### src/rtl/latch_q_debouncer.sv
// latch_q_debouncer: brings an asynchronous latch level into the clk domain,
// debounces it with a stable-level FSM and reports a clean level, one-cycle
// rise/fall pulses and a saturating count of accepted rising events.
module latch_q_debouncer #(
  parameter int unsigned STABLE_CYCLES = 4,  // samples needed to accept a level (>= 2)
  parameter int unsigned CNT_W         = 8,  // width of event_count
  parameter int unsigned CW            = 3   // stability counter width, must hold STABLE_CYCLES
) (
  input  logic             clk,
  input  logic             reset_n,
  input  logic             latch_q,
  input  logic             cnt_clr,
  output logic             q_clean,
  output logic             rise_pulse,
  output logic             fall_pulse,
  output logic [CNT_W-1:0] event_count
);

  // Debounce states: settled low/high plus the two qualification states.
  typedef enum logic [1:0] {
    ST_LOW       = 2'd0,
    ST_WAIT_HIGH = 2'd1,
    ST_HIGH      = 2'd2,
    ST_WAIT_LOW  = 2'd3
  } state_t;

  localparam logic [CW-1:0]    LAST_CNT = CW'(STABLE_CYCLES - 1);
  localparam logic [CNT_W-1:0] CNT_MAX  = {CNT_W{1'b1}};

  // Synchronizer flops; only r_s2 is allowed to feed logic.
  logic r_s1;
  logic r_s2;

  // FSM state and stability counter.
  state_t        r_state;
  state_t        w_state_nxt;
  logic [CW-1:0] r_cnt;
  logic [CW-1:0] w_cnt_nxt;

  // Registered outputs and their next values.
  logic             r_q_clean;
  logic             r_rise_pulse;
  logic             r_fall_pulse;
  logic [CNT_W-1:0] r_event_count;
  logic             w_q_clean_nxt;
  logic             w_rise_nxt;
  logic             w_fall_nxt;

  // Current sample has been stable for the required number of cycles.
  logic w_cnt_last;
  assign w_cnt_last = (r_cnt == LAST_CNT);

  // Two-flop synchronizer for the asynchronous latch level.
  always_ff @(posedge clk or negedge reset_n) begin
    if (!reset_n) begin
      r_s1 <= 1'b0;
      r_s2 <= 1'b0;
    end else begin
      r_s1 <= latch_q;
      r_s2 <= r_s1;
    end
  end

  // State register: FSM state and stability counter.
  always_ff @(posedge clk or negedge reset_n) begin
    if (!reset_n) begin
      r_state <= ST_LOW;
      r_cnt   <= '0;
    end else begin
      r_state <= w_state_nxt;
      r_cnt   <= w_cnt_nxt;
    end
  end

  // Next-state logic: qualify each level change for STABLE_CYCLES samples.
  always_comb begin
    w_state_nxt = r_state;
    w_cnt_nxt   = r_cnt;
    case (r_state)
      ST_LOW: begin
        if (r_s2) begin
          w_state_nxt = ST_WAIT_HIGH;
          w_cnt_nxt   = CW'(1);
        end
      end
      ST_WAIT_HIGH: begin
        if (!r_s2) begin
          // A glitch shorter than the window returns to LOW silently.
          w_state_nxt = ST_LOW;
          w_cnt_nxt   = '0;
        end else if (w_cnt_last) begin
          w_state_nxt = ST_HIGH;
          w_cnt_nxt   = '0;
        end else begin
          w_cnt_nxt   = r_cnt + CW'(1);
        end
      end
      ST_HIGH: begin
        if (!r_s2) begin
          w_state_nxt = ST_WAIT_LOW;
          w_cnt_nxt   = CW'(1);
        end
      end
      ST_WAIT_LOW: begin
        if (r_s2) begin
          w_state_nxt = ST_HIGH;
          w_cnt_nxt   = '0;
        end else if (w_cnt_last) begin
          w_state_nxt = ST_LOW;
          w_cnt_nxt   = '0;
        end else begin
          w_cnt_nxt   = r_cnt + CW'(1);
        end
      end
      default: begin
        w_state_nxt = ST_LOW;
        w_cnt_nxt   = '0;
      end
    endcase
  end

  // Output logic: level and pulse change only on an accepted transition.
  always_comb begin
    w_q_clean_nxt = r_q_clean;
    w_rise_nxt    = 1'b0;
    w_fall_nxt    = 1'b0;
    case (r_state)
      ST_WAIT_HIGH: begin
        if (r_s2 && w_cnt_last) begin
          w_q_clean_nxt = 1'b1;
          w_rise_nxt    = 1'b1;
        end
      end
      ST_WAIT_LOW: begin
        if (!r_s2 && w_cnt_last) begin
          w_q_clean_nxt = 1'b0;
          w_fall_nxt    = 1'b1;
        end
      end
      default: begin
        w_q_clean_nxt = r_q_clean;
      end
    endcase
  end

  // Output registers: clean level and single-cycle edge pulses.
  always_ff @(posedge clk or negedge reset_n) begin
    if (!reset_n) begin
      r_q_clean    <= 1'b0;
      r_rise_pulse <= 1'b0;
      r_fall_pulse <= 1'b0;
    end else begin
      r_q_clean    <= w_q_clean_nxt;
      r_rise_pulse <= w_rise_nxt;
      r_fall_pulse <= w_fall_nxt;
    end
  end

  // Saturating rising-event counter; a clear drops any coincident increment.
  always_ff @(posedge clk or negedge reset_n) begin
    if (!reset_n) begin
      r_event_count <= '0;
    end else if (cnt_clr) begin
      r_event_count <= '0;
    end else if (r_rise_pulse && (r_event_count != CNT_MAX)) begin
      r_event_count <= r_event_count + CNT_W'(1);
    end
  end

  assign q_clean     = r_q_clean;
  assign rise_pulse  = r_rise_pulse;
  assign fall_pulse  = r_fall_pulse;
  assign event_count = r_event_count;

endmodule

### config.mk
export PLATFORM = sky130hd
export DESIGN_NAME = latch_q_debouncer
export DESIGN_NICKNAME = d
export VERILOG_FILES = /design/src/rtl/latch_q_debouncer.sv
export SDC_FILE = /design/constraint.sdc
export NUM_CORES = 1
export LEC_CHECK = 0
export BUFFER_PORTS_ARGS = -buffer_cell sky130_fd_sc_hd__buf_2
export CAP_MARGIN = 20
export CELL_PAD_IN_SITES_DETAIL_PLACEMENT = 1
export CELL_PAD_IN_SITES_GLOBAL_PLACEMENT = 1
export CORE_MARGIN = 2
export CORE_UTILIZATION = 40
export CTS_CLUSTER_SIZE = 10
export DETAILED_ROUTE_END_ITERATION = 10
export PLACE_DENSITY = 0.7
export SKIP_LAST_GASP = 1
export SYNTH_ARGS = -nofsm -noshare
export SYNTH_HDL_FRONTEND = slang
export SYNTH_SLANG_ARGS = --single-unit
### constraint.sdc
create_clock -name clk -period 4.13 [get_ports clk]
set_input_delay 0.2065 -clock clk [delete_from_list [all_inputs] [get_ports clk]]
set_output_delay 0.2065 -clock clk [all_outputs]
set_load 0.01 [all_outputs]
==> reports/qor.txt <==
dpl ws: 2.66 ns
Buf+Inv Stages, Crit Path: 0
leading cell type in the layout, fill and taps excluded: dfrtp_1
mean post-synth cell area: 11.3 µm²
first-pass GRT wire length: 2.97 mm
Clock Path Buffers: 2
sequential area share after synthesis: 53.3%
CP max stage delay: 0.44 ns
synth warn: 0
area delta synth->final: 15.7%
TNS Setup: 0 ns
Design Area, Final: 977 µm²
hold crit path type: in2reg
required time worst endpoint: 4.31 ns
share of Yosys cell area claimed by the top area cell type: 53.3%
pin count of the biggest net entering global routing: 19
DRT antenna net count: 0
diode count: 0
Worst Max-Slew Pin Slew: 0.402 ns
Rows: 16
die area: 2500 µm²
vias in the first global route: 641
Distinct cells, synth: 31
flops & latches, synth: 18
TritonCTS Sinks: 18
layout cell share with drive strength beyond 1: 23.9%
Final period util: 36.1%
io pins: 15
Core ar.: 1980 µm²
drt drc: 0
crit end category: register
fin. max-slew vios: 0
mapped cell area: 845 µm²
initial antenna violation count: 0
total iterations of the first detailed-routing run: 2
vias: 644
CTS Root Cell: clkbuf_4
IO Port Bufs: 14
H-tree depth: 1
post-layout min period: 1.49 ns
area leader, netlist: dfrtp_1
CP arrival: 1.67 ns
routed len/inst: 14.1 µm
PnR worst setup slack: 2.64 ns
die span in x: 50.0 µm
Routability Congestion: 0.713
final-stage net count: 100
Cell Pwr Density: 384 nW/µm²
Max-slew headroom: 73.2%
Resized Gates After CTS: 0
CP cell instances: ha_1 -> and4_4 -> a211oi_2 -> mux2_4
hpwl dp: 1.22 mm
status: complete, no violations
Max VDD drop: 0.221 mV
Slowest-stage cell, CP: dfrtp_1
cell count after synthesis: 75
RSZ-0062 raised after global routing: false
DR iter-0 viols: 1
worst-skew pair later-pin latency: 0.29 ns
Leak Pwr: 0.483 nW
total gr overflow: 0
Crit Path Max Fanout: 6
Critical Path Start Type: register
Max Clock Skew: 0.00116 ns
Tot GR Track Use: 15.8%
fmax: 671 MHz
DR vias/cell: 5.41
syn_nets: 81
Die Ht: 50.0 µm
initial core utilization: 42.6%
kind of cell adding the most delay to the critical path: flip-flops
CP Class: reg2reg
most frequent cells in the layout: dfrtp_1 (18), buf_2 (14), nor2_1 (6), nand2_1 (5), a21oi_1 (5)
Area contributors post-synth: dfrtp_1 (53%), mux2_4 (3.6%), and4_1 (3.1%)
CTS tree: done
Post-Route WL: 1.68 mm
placed inst area: 945 µm²
CTS Buf Count: 3
Hold Vio Cnt, Final: 0
Final setup viols: 0
max-cap violation count: 0
Clock transition at path regs: 0.10 ns
[sequential cells by signal (all words and copies together), names as in the netlist, named ones only]
register / flops
event_count: 8
rise_pulse: 1
q_clean: 1
fall_pulse: 1
r_state: 1
r_s1: 1
r_s2: 1
r_cnt: 3
[layout make-up]
type | instances | area [µm²]
repair buffers | 15 | 80.1
fillers | 229 | 1000
flip-flops and latches | 18 | 450
multi-input cells | 56 | 390
well taps | 27 | 33.8
clock buffers | 3 | 22.5
[cells in the mapped netlist]
cell and n:
ha_1 2, nor2_1 6, nor2b_1 4, a21o_1 1, a21oi_1 5, mux2i_1 1, nand2b_1 2, nand2_1 5
clkbuf_1 1, o21a_1 1, a31oi_1 2, a211oi_2 1, o21ai_0 2, mux2_4 2, and4_4 1, nor3_1 2
nand3b_1 1, and4_1 3, o21bai_1 1, and3_1 3, nand3_1 1, xnor2_1 1, and3b_1 1, nand4_1 1
a311oi_1 1, xor2_1 1, a211oi_1 1, nor3b_1 2, dfrtp_1 18, and4b_1 1, a21boi_2 1
[power by group]
| group | internal, mW | switching [mW] |
|---|---|---|
| registers | 0.197 | 0.0241 |
| clock network | 0.0339 | 0.0528 |
| logic | 0.0327 | 0.0346 |
[through the flow]
| step | util, % | hold slack [ns] | power [mW] | cells |
|---|---|---|---|---|
| after floorplan | - | -0.0891 | 0.269 | 75 |
| after global placement | 47.7 | 0.162 | 0.289 | 115 |
| after detailed placement | 47.7 | 0.164 | 0.294 | 115 |
| after CTS | 49.3 | 0.0126 | 0.384 | 119 |
| after global routing | 49.3 | 0.00891 | 0.404 | 119 |
| final | 49.3 | 0.0184 | 0.375 | 119 |
[path summary, 6_finish.rpt]
path | startpoint | to | slack, ns | cells past startpoint
hold / removal | latch_q | r_s1 | 0.02 | 1
hold reg to reg | r_s1 | r_s2 | 0.37 | 0
max in group asynchronous | reset_n | r_s1 | 3.48 | 2
min in group asynchronous | reset_n | r_cnt[1] | 0.37 | 2
setup reg to reg | event_count[0] | event_count[5] | 2.64 | 4
setup / recovery | event_count[0] | event_count[5] | 2.64 | 4
[timing repair]
| item | 4_1_cts | 5_1_grt |
|---|---|---|
| hold buffers | 1 | 0 |
| setup buffers | 0 | 0 |
| hold endpoints to repair | 18 | 0 |
[logic make-up after synthesis]
| logic type | after synthesis | synth area share (%) |
|---|---|---|
| and+or+nand+nor | 33 | 23.4 |
| DFF | 18 | 53.3 |
| AOI/OAI and AO/OA | 16 | 13.0 |
| muxes | 3 | 4.74 |
| xor gates and xnor gates | 2 | 2.07 |
| adders and majority gates | 2 | 2.96 |
| buffers and inverters | 1 | 0.444 |
[routing by layer]
layer  routed length (µm)  global-route usage, %  share of wire, %  vias to the layer above
li1                     -                      -                 -                      309
met1                  855                   21.1                51                      323
met2                  758                   25.8                45                       10
met3                   54                   3.64               3.2                        2
met4                   13                   4.17              0.77                        0
met5                    0                      0                 0                        -
Note: power is estimated with default switching activity, not from simulation.
